==> src/rtl/decompress_pkg.sv <==
// Shared types, widths and the round-robin pick for the decompress scheduler.
// Statistics ports are enabled in the top by defining DECOMP_SCHED_STATS_EN.
package decompress_pkg;

    localparam int DEF_ENGINES = 16;
    localparam int DEF_MAX_OUT = 4;
    localparam int MAX_ENG     = 64;
    localparam int IDX_W       = $clog2(MAX_ENG);

    function automatic int eng_w(input int n);
        return (n > 1) ? $clog2(n) : 1;
    endfunction

    function automatic int cred_w(input int m);
        return $clog2(m + 1);
    endfunction

    localparam int ENG_W  = eng_w(DEF_ENGINES);
    localparam int CRED_W = cred_w(DEF_MAX_OUT);

    typedef enum logic {
        IDLE,
        GRANT
    } sched_state_t;

    // First set bit of mask after ptr, wrapping at n-1; top bit flags a hit.
    function automatic logic [IDX_W:0] rr_next(
        input logic [IDX_W-1:0]   ptr,
        input logic [MAX_ENG-1:0] mask,
        input int                 n
    );
        logic             found;
        logic [IDX_W-1:0] idx;
        logic [IDX_W-1:0] k;
        found = 1'b0;
        idx   = '0;
        for (int i = 1; i <= MAX_ENG; i++) begin
            k = IDX_W'((int'(ptr) + i) % n);
            if (!found && i <= n && mask[k]) begin
                found = 1'b1;
                idx   = k;
            end
        end
        return {found, idx};
    endfunction

endpackage

==> src/rtl/decomp_sched_order_fifo.sv <==
// Grant-order FIFO with a registered head; simultaneous push and pop
// are both honoured, even when full.
module decomp_sched_order_fifo #(
    parameter int WIDTH = 4,
    parameter int DEPTH = 64
) (
    input  logic             clk,
    input  logic             rst,
    input  logic             push,
    input  logic [WIDTH-1:0] din,
    input  logic             pop,
    output logic [WIDTH-1:0] dout,
    output logic             valid,
    output logic             full
);

    localparam int AW = $clog2(DEPTH);
    localparam logic [AW:0] FULL_CNT = (AW + 1)'(DEPTH);

    logic [WIDTH-1:0] mem [DEPTH];
    logic [AW-1:0]    wr_ptr;
    logic [AW-1:0]    rd_ptr;
    logic [AW-1:0]    rd_next;
    logic [AW:0]      count;
    logic             push_ok;
    logic             pop_ok;

    assign valid   = count != '0;
    assign full    = count == FULL_CNT;
    assign pop_ok  = pop && valid;
    assign push_ok = push && (!full || pop_ok);
    assign rd_next = rd_ptr + AW'(pop_ok);

    always_ff @(posedge clk) begin
        if (push_ok) begin
            mem[wr_ptr] <= din;
        end
    end

    always_ff @(posedge clk or negedge rst) begin
        if (!rst) begin
            wr_ptr <= '0;
            rd_ptr <= '0;
            count  <= '0;
            dout   <= '0;
        end else begin
            if (push_ok) begin
                wr_ptr <= wr_ptr + AW'(1);
            end
            rd_ptr <= rd_next;
            if (push_ok && !pop_ok) begin
                count <= count + (AW + 1)'(1);
            end else if (pop_ok && !push_ok) begin
                count <= count - (AW + 1)'(1);
            end
            // Bypass when the pushed entry becomes the new head.
            if (push_ok && wr_ptr == rd_next) begin
                dout <= din;
            end else begin
                dout <= mem[rd_next];
            end
        end
    end

endmodule

==> src/rtl/decompress_engine_scheduler.sv <==
// Credit-aware round-robin dispatch scheduler for the decompress engine group.
// Define DECOMP_SCHED_STATS_EN to add per-engine grant and stall counters.
module decompress_engine_scheduler
    import decompress_pkg::*;
#(
    parameter int DECOMPRESS_ENGINES_NO = DEF_ENGINES,
    parameter int VALUE_SIZE_BYTES_NO   = 2,
    parameter int MAX_OUTSTANDING       = DEF_MAX_OUT,
    parameter int ORDER_DEPTH           = 64,
    localparam int N  = DECOMPRESS_ENGINES_NO,
    localparam int EW = eng_w(DECOMPRESS_ENGINES_NO),
    localparam int LW = 8 * VALUE_SIZE_BYTES_NO
) (
    input  logic          clk,
    input  logic          rst,
    input  logic [LW-1:0] req_len,
    input  logic          req_valid,
    output logic          req_ready,
    output logic [EW-1:0] grant_engine,
    output logic [LW-1:0] grant_len,
    output logic          grant_valid,
    input  logic          grant_ready,
    input  logic [N-1:0]  eng_almost_full,
    input  logic [N-1:0]  eng_done,
    output logic [EW-1:0] ord_engine,
    output logic          ord_valid,
    input  logic          ord_ready,
    output logic          err_underflow
`ifdef DECOMP_SCHED_STATS_EN
    ,
    output logic [N*32-1:0] stat_dispatched,
    output logic [31:0]     stat_stall_cycles
`endif
);

    localparam int CW = cred_w(MAX_OUTSTANDING);
    localparam logic [CW-1:0] CMAX = CW'(MAX_OUTSTANDING);

    sched_state_t  state;
    sched_state_t  state_nxt;
    logic [CW-1:0] credit [N];
    logic [N-1:0]  elig;
    logic [N-1:0]  empty_cred;
    logic [N-1:0]  inc;
    logic [N-1:0]  dec;
    logic [IDX_W:0] search;
    logic          found;
    logic          accept;
    logic          ord_full;
    logic [EW-1:0] pick;
    logic [EW-1:0] rr_ptr;

    always_comb begin
        elig       = '0;
        empty_cred = '0;
        dec        = '0;
        for (int e = 0; e < N; e++) begin
            empty_cred[e] = credit[e] == '0;
            elig[e]       = credit[e] < CMAX && !eng_almost_full[e];
            dec[e]        = eng_done[e] && !empty_cred[e];
        end
    end

    assign search      = rr_next(IDX_W'(rr_ptr), MAX_ENG'(elig), N);
    assign found       = search[IDX_W];
    assign pick        = EW'(search[IDX_W-1:0]);
    assign req_ready   = rst && state == IDLE && found && !ord_full;
    assign accept      = req_valid && req_ready;
    assign grant_valid = state == GRANT;

    always_comb begin
        inc = '0;
        for (int e = 0; e < N; e++) begin
            inc[e] = accept && pick == EW'(e);
        end
    end

    always_comb begin
        state_nxt = state;
        unique case (state)
            IDLE:    if (accept) state_nxt = GRANT;
            GRANT:   if (grant_ready) state_nxt = IDLE;
            default: state_nxt = IDLE;
        endcase
    end

    always_ff @(posedge clk or negedge rst) begin
        if (!rst) begin
            state         <= IDLE;
            rr_ptr        <= EW'(N - 1);
            grant_engine  <= '0;
            grant_len     <= '0;
            err_underflow <= 1'b0;
        end else begin
            state <= state_nxt;
            if (accept) begin
                rr_ptr       <= pick;
                grant_engine <= pick;
                grant_len    <= req_len;
            end
            if (|(eng_done & empty_cred)) begin
                err_underflow <= 1'b1;
            end
        end
    end

    // A grant and a drain on the same engine cancel out.
    always_ff @(posedge clk or negedge rst) begin
        if (!rst) begin
            for (int e = 0; e < N; e++) begin
                credit[e] <= '0;
            end
        end else begin
            for (int e = 0; e < N; e++) begin
                if (inc[e] && !dec[e]) begin
                    credit[e] <= credit[e] + CW'(1);
                end else if (dec[e] && !inc[e]) begin
                    credit[e] <= credit[e] - CW'(1);
                end
            end
        end
    end

    decomp_sched_order_fifo #(
        .WIDTH (EW),
        .DEPTH (ORDER_DEPTH)
    ) u_order_fifo (
        .clk   (clk),
        .rst   (rst),
        .push  (accept),
        .din   (pick),
        .pop   (ord_ready),
        .dout  (ord_engine),
        .valid (ord_valid),
        .full  (ord_full)
    );

`ifdef DECOMP_SCHED_STATS_EN
    always_ff @(posedge clk or negedge rst) begin
        if (!rst) begin
            stat_dispatched   <= '0;
            stat_stall_cycles <= '0;
        end else begin
            for (int e = 0; e < N; e++) begin
                if (inc[e]) begin
                    stat_dispatched[e*32 +: 32] <= stat_dispatched[e*32 +: 32] + 32'd1;
                end
            end
            if (req_valid && !req_ready) begin
                stat_stall_cycles <= stat_stall_cycles + 32'd1;
            end
        end
    end
`endif

endmodule

==> config.mk <==
export PLATFORM = sky130hd
export DESIGN_NAME = decompress_engine_scheduler
export DESIGN_NICKNAME = d
export VERILOG_FILES = /design/src/rtl/decompress_pkg.sv /design/src/rtl/decomp_sched_order_fifo.sv /design/src/rtl/decompress_engine_scheduler.sv
export SDC_FILE = /design/constraint.sdc
export NUM_CORES = 1
export LEC_CHECK = 0
export CORE_MARGIN = 2
export CORE_UTILIZATION = 63
export CTS_BUF_LIST = sky130_fd_sc_hd__clkbuf_4
export DETAILED_ROUTE_END_ITERATION = 10
export HOLD_SLACK_MARGIN = 0.1
export PLACE_DENSITY = 0.81
export SYNTH_ARGS = -nofsm -noshare
export SYNTH_HDL_FRONTEND = slang
export SYNTH_SLANG_ARGS = --single-unit
==> constraint.sdc <==
create_clock -name clk -period 7.2 [get_ports clk]
set_input_delay 1.08 -clock clk [delete_from_list [all_inputs] [get_ports clk]]
set_output_delay 1.08 -clock clk [all_outputs]
set_load 0.01 [all_outputs]
==> results_dict.tcl, run 1 <==
set metrics [dict create \
    slowest_delay_ps 780 \
    boundaryPins 81 \
    crit_path_max_fanout 14 \
    instances_no_fill 1843 \
    met2_usage 0.447 \
    cts_hold_buf 0 \
    r2r_cells 19 \
    setup_viol 0 \
    arrival_ps 6930 \
    synthArstFlopShare 0.275 \
    netlist.area_leader.share 0.429 \
    wirelength_um 41500 \
    antenna_found_initial 1 \
    synth.distinct_cells 88 \
    gr-max-usage-layer "met2" \
    yosys_warnings 0 \
    synth_edf_count 256 \
    drtIter0Drc 1303 \
    avgRoutedWirePerCell_um 22.5 \
    start_kind "register" \
    path_class "reg -> reg" \
    core_area_um2 27900 \
    cts_buffers 87 \
    grt_setup_unrepaired "false" \
    grt_max_degree 68 \
    path_cells "inv_1, ha_1, clkinv_1, mux4_2, mux2_2, a221oi_2, nand3_1, nor2_1, nand4_1, o22ai_1, a21oi_4, nand2b_1, nor3b_1, ha_1, inv_1, fa_1, xor2_1, nor2_1, xor2_1" \
    synthCells 1269 \
    yosys_most_used_dff "edfxtp_1" \
    path_clk_slew_ps 70 \
    vias 11600 \
    cpMaxStageDelayCell "ha_1" \
    die_y_um 173 \
    fin_nets 1491 \
    dieArea_um2 29800 \
    worstSetupEndpointType "register" \
    start_util 0.642 \
    min_period_over_period 0.881 \
    cts_tree "yes" \
    clk_latency_ps 720 \
    syn_avg_cell_area_um2 14.1 \
    grt.total_usage 0.283 \
    final_cell_mix "edfxtp_1 (256), clkbuf_4 (129), mux4_2 (103), nand2_1 (98), dfrtp_1 (93)" \
    max_freq_mhz 158 \
    maxCapViolCount 0 \
    cts_buffer_depth 3 \
    path_buf_inv 3 \
    slew_viol_final 0 \
    hold_viol 0 \
    clock_sinks 353 \
    rr_endpoint "credit[8]" \
    status "completed" \
    ant_nets 0 \
    drive_gt1_frac 0.237 \
    cts_root_buf "clkbuf_4" \
    viasPerCell 6.31 \
    yosysSeqAreaShare 0.564 \
    syn_nets 1371 \
    fin_crit_ps 6340 \
    synth_area_um2 17900 \
    relSlewSlack 0.291 \
    crit_required_ps 7790 \
    drt_pass1_iterations 5 \
    placementRows 61 \
    hold_path_class "in -> async" \
    r2r_slack_ps 860 \
    io_buffers 80 \
    synth_top_area_cell "edfxtp_1" \
    gp_congestion 1.01 \
    die_w_um 173 \
    grt_pass1_vias 11800 \
    postCtsSetupBuffers 0 \
    worstMarginPinSlew_ps 1060 \
    clock_skew_ps 56.5 \
    worstReg2RegStart "rr_ptr[1]" \
    placed_cells 1678 \
    ys_seq_elements 353 \
    grtUsageMet1 0.386 \
    syn2layout_area_growth_pct 12.7 \
    post_cts_resized 0 \
    grt_pass1_wl_um 65300 \
    path_delay_family "adder cells" \
    synthTopCellsByArea "edfxtp_1 (43%), dfrtp_1 (13%), mux4_2 (13%)" \
    htreeDepth 3 \
    drc 0 \
    grt_overflow 0 \
    final.setup.tns_ps 0 \
    final_common_cell "edfxtp_1" \
    hpwlAfterDp_um 28200 \
    grtUsageMet3 0.0701 \
]
==> kinds of logic after synthesis <==
group | after synthesis | synth area share
AND/OR/NAND/NOR | 369 | 0.104
flip-flops | 353 | 0.564
multiplexers | 155 | 0.161
AO/OA/AOI/OAI | 152 | 0.0594
buffers and inverters | 109 | 0.0274
XOR/XNOR | 82 | 0.0424
adder cells (fa/ha/maj) | 49 | 0.0413
==> layer usage <==
layer / vias up / share of wire
li1: 5154 / -
met1: 5747 / 0.40
met2: 608 / 0.48
met3: 115 / 0.096
met4: 0 / 0.029
met5: - / 0
==> synthesized netlist by cell type (3+ instances only) <==
| library cell | count |
|---|---|
| mux2_1 | 3 |
| nor2_1 | 76 |
| mux4_2 | 103 |
| nand2b_1 | 25 |
| buf_1 | 11 |
| a211oi_1 | 13 |
| nand2_1 | 99 |
| nor4b_1 | 4 |
| nor3b_1 | 9 |
| o32a_1 | 3 |
| dfrtp_1 | 93 |
| nand4_1 | 5 |
| nor3_1 | 67 |
| nand3b_1 | 3 |
| buf_6 | 6 |
| a2111oi_0 | 5 |
| nand3_1 | 14 |
| ha_1 | 32 |
| a21o_1 | 12 |
| inv_1 | 34 |
| and2_1 | 3 |
| dfstp_2 | 4 |
| o21ai_0 | 24 |
| a31oi_1 | 3 |
| o21ai_1 | 4 |
| mux2_2 | 32 |
| nor4_1 | 32 |
| a22oi_1 | 6 |
| mux2i_1 | 16 |
| xor2_1 | 43 |
| a21oi_1 | 40 |
| buf_2 | 18 |
| clkbuf_1 | 32 |
| xnor2_1 | 35 |
| edfxtp_1 | 256 |
| buf_4 | 4 |
| nor2b_1 | 5 |
| fa_1 | 17 |
| o211ai_1 | 5 |
| nor3_2 | 5 |
| or2_2 | 6 |
| or3_1 | 3 |
==> flip-flops by register name, summed over array words and instances (netlist names) <==
| signal | flops |
|---|---|
| u_order_fifo.count | 7 |
| u_order_fifo.dout | 4 |
| u_order_fifo.wr_ptr | 6 |
| u_order_fifo.rd_ptr | 6 |
| grant_valid | 1 |
| err_underflow | 1 |
| u_order_fifo.mem | 256 |
| credit | 48 |
| grant_len | 16 |
| rr_ptr | 4 |
| grant_engine | 4 |
==> worst max path at each step <==
stage | startpoint | slack [ps] | to | depth (start not counted)
6_report | rr_ptr[1] | 860 | credit[8] | 19
5_1_grt | rr_ptr[1] | 550 | credit[8] | 19
4_1_cts | rr_ptr[1] | 950 | req_ready | 9
3_5_place_dp | rr_ptr[1] | 1060 | credit[8] | 19
3_3_place_gp | rr_ptr[1] | 910 | credit[35] | 19
2_1_floorplan | rr_ptr[1] | 1200 | credit[8] | 21
==> through the flow <==
stage / hold slack, ps / area [um^2] / utilization / worst slack, ps
after global routing: 401 / 20200 / 0.723 / 552
after CTS: 363 / 20200 / 0.723 / 949
final: 392 / 20200 / 0.723 / 855
after global placement: 457 / 19100 / 0.683 / 912
after detailed placement: 462 / 19100 / 0.683 / 1060
after floorplan: 478 / 17900 / - / 1200
==> cell type report <==
type                            count  area [um^2]
Fill cell                        1843         7730
Inverter                           38          143
Tap cell                          378          473
Clock buffer                      129          968
Antenna cell                        1         2.50
Clock inverter                     35          165
Multi-Input combinational cell    807         7370
Timing Repair Buffer              102          963
Sequential cell                   353        10100
Power of run 1 is left out: the tool's default activity adds up to more than one toggle a clock period on the data nets, which glitch-free logic cannot reach.
==> run 2, diff against run 1 <==
--- a/config.mk
+++ b/config.mk
@@ -5,10 +5,12 @@
 export SDC_FILE = /design/constraint.sdc
 export NUM_CORES = 1
 export LEC_CHECK = 0
+export CAP_MARGIN = 15
 export CORE_MARGIN = 2
 export CORE_UTILIZATION = 63
 export CTS_BUF_LIST = sky130_fd_sc_hd__clkbuf_4
 export DETAILED_ROUTE_END_ITERATION = 10
+export GPL_ROUTABILITY_DRIVEN = 0
 export HOLD_SLACK_MARGIN = 0.1
 export PLACE_DENSITY = 0.81
 export SYNTH_ARGS = -nofsm -noshare
==> results_dict.tcl, run 2 (same netlist as run 1, synthesis figures left out) <==
set metrics [dict create \
    die_y_um 173 \
    core_area_um2 27900 \
    max_freq_mhz 150 \
    antenna_found_initial 1 \
    clock_sinks 353 \
    grt_overflow 0 \
    fillers 1827 \
    grtUsageMet1 0.388 \
    viasPerCell 6.31 \
    vias 11700 \
    setup_ws_ps 547 \
    boundaryPins 81 \
    crit_path_max_fanout 30 \
    crit_required_ps 7800 \
    final_common_cell "edfxtp_1" \
    wirelength_um 40700 \
    cpMaxStageDelayCell "dfstp_4" \
    drt_pass1_iterations 6 \
    start_kind "register" \
    htreeDepth 3 \
    drc 0 \
    postCtsSetupBuffers 0 \
    final.setup.tns_ps 0 \
    regMostFlops "u_order_fifo.mem" \
    slowest_delay_ps 810 \
    syn2layout_area_growth_pct 13.1 \
    hold_viol 0 \
    hold_path_class "in -> async" \
    clock_skew_ps 103 \
    grt_max_degree 68 \
    post_cts_resized 0 \
    avgRoutedWirePerCell_um 22.0 \
    path_clk_slew_ps 60 \
    io_buffers 80 \
    seqCellArea_um2 10100 \
    hpwlAfterDp_um 27200 \
    status "completed" \
    ant_nets 0 \
    fin_nets 1491 \
    met2_usage 0.444 \
    dieArea_um2 29800 \
    maxCapViolCount 0 \
    grt_pass1_wl_um 64400 \
    grt.total_usage 0.278 \
    worstMarginPinSlew_ps 1160 \
    die_w_um 173 \
    gr-max-usage-layer "met2" \
    cts_hold_buf 0 \
    start_util 0.642 \
    multi_input_area_um2 7370 \
    min_period_over_period 0.924 \
    arrival_ps 7250 \
    fin_crit_ps 6650 \
    placementRows 61 \
    setup_viol 0 \
    post-place-ws_ps 420 \
    cts_buffers 91 \
    drive_gt1_frac 0.237 \
    grt_setup_unrepaired "false" \
    drtIter0Drc 1430 \
    reg.largest.list "u_order_fifo.mem (256), credit (48), grant_len (16)" \
    grt_pass1_vias 11600 \
    cts_tree "yes" \
    worstSetupEndpointType "register" \
    cts_root_buf "clkbuf_4" \
    grtUsageMet3 0.0585 \
    cts_buffer_depth 3 \
    holdWs_ps 341 \
    clk_latency_ps 780 \
    path_class "reg -> reg" \
    slew_viol_final 0 \
    path_cells "inv_1, ha_2, clkinv_1, mux4_2, mux2_2, a221oi_2, nand3_1, nor3_1, o21ai_0, o21ai_0, a2bb2oi_4, buf_4, nand2_2, nor3b_2, ha_1, inv_1, fa_1, xor2_1, nor2_1, xor2_1" \
    largest_reg_flops 256 \
    final_util 0.726 \
    final_cell_mix "edfxtp_1 (256), clkbuf_4 (133), mux4_2 (103), nand2_1 (98), dfrtp_1 (93)" \
    r2r_cells 20 \
    relSlewSlack 0.229 \
]
run 2: area by class of cell:
type | count | share of cell area
repair buffers | 98 | 0.0461
well taps | 378 | 0.0233
clock buffers | 133 | 0.0493
clock inverters | 39 | 0.0109
multi-input cells | 807 | 0.364
flip-flops and latches | 353 | 0.499
diodes | 1 | 0.000123
inverters | 38 | 0.00704
run 2: worst paths after layout:
kind	start	end	slack, ps
worst min register to register	grant_len[7]	grant_len[7]	470
worst min-delay path	rst	credit[28]	340
worst max-delay path	rr_ptr[1]	credit[32]	550
max in group asynchronous	rst	u_order_fifo.rd_ptr[3]	5600
worst max register to register	rr_ptr[1]	credit[32]	550
min in group clk	grant_len[7]	grant_len[7]	470
run 2: worst max-delay path, delay by kind of cell, from the launching register on:
family	cells	cell delay, ps
AND/OR/NAND/NOR	5	1450
adder cells (fa/ha/maj)	3	1160
AO/OA/AOI/OAI	4	1030
buffers and inverters	4	1020
flip-flops	1	810
multiplexers	2	740
XOR/XNOR	2	320
run 2: layer usage:
metal  vias up  wire (um)
met5         -          0
met2       634      19800
met3        97       3750
met4         0        967
met1      5751      16200
li1       5181          -
run 2: per-stage QoR:
| step | cell area (um^2) | instances |
|---|---|---|
| 6_report | 20300 | 1847 |
| 5_1_grt | 20300 | 1847 |
| 4_1_cts | 20300 | 1846 |
| 3_5_place_dp | 19000 | 1674 |
| 3_3_place_gp | 19000 | 1674 |
| 2_1_floorplan | 17900 | 1269 |
Power of run 2 is left out for the same reason.
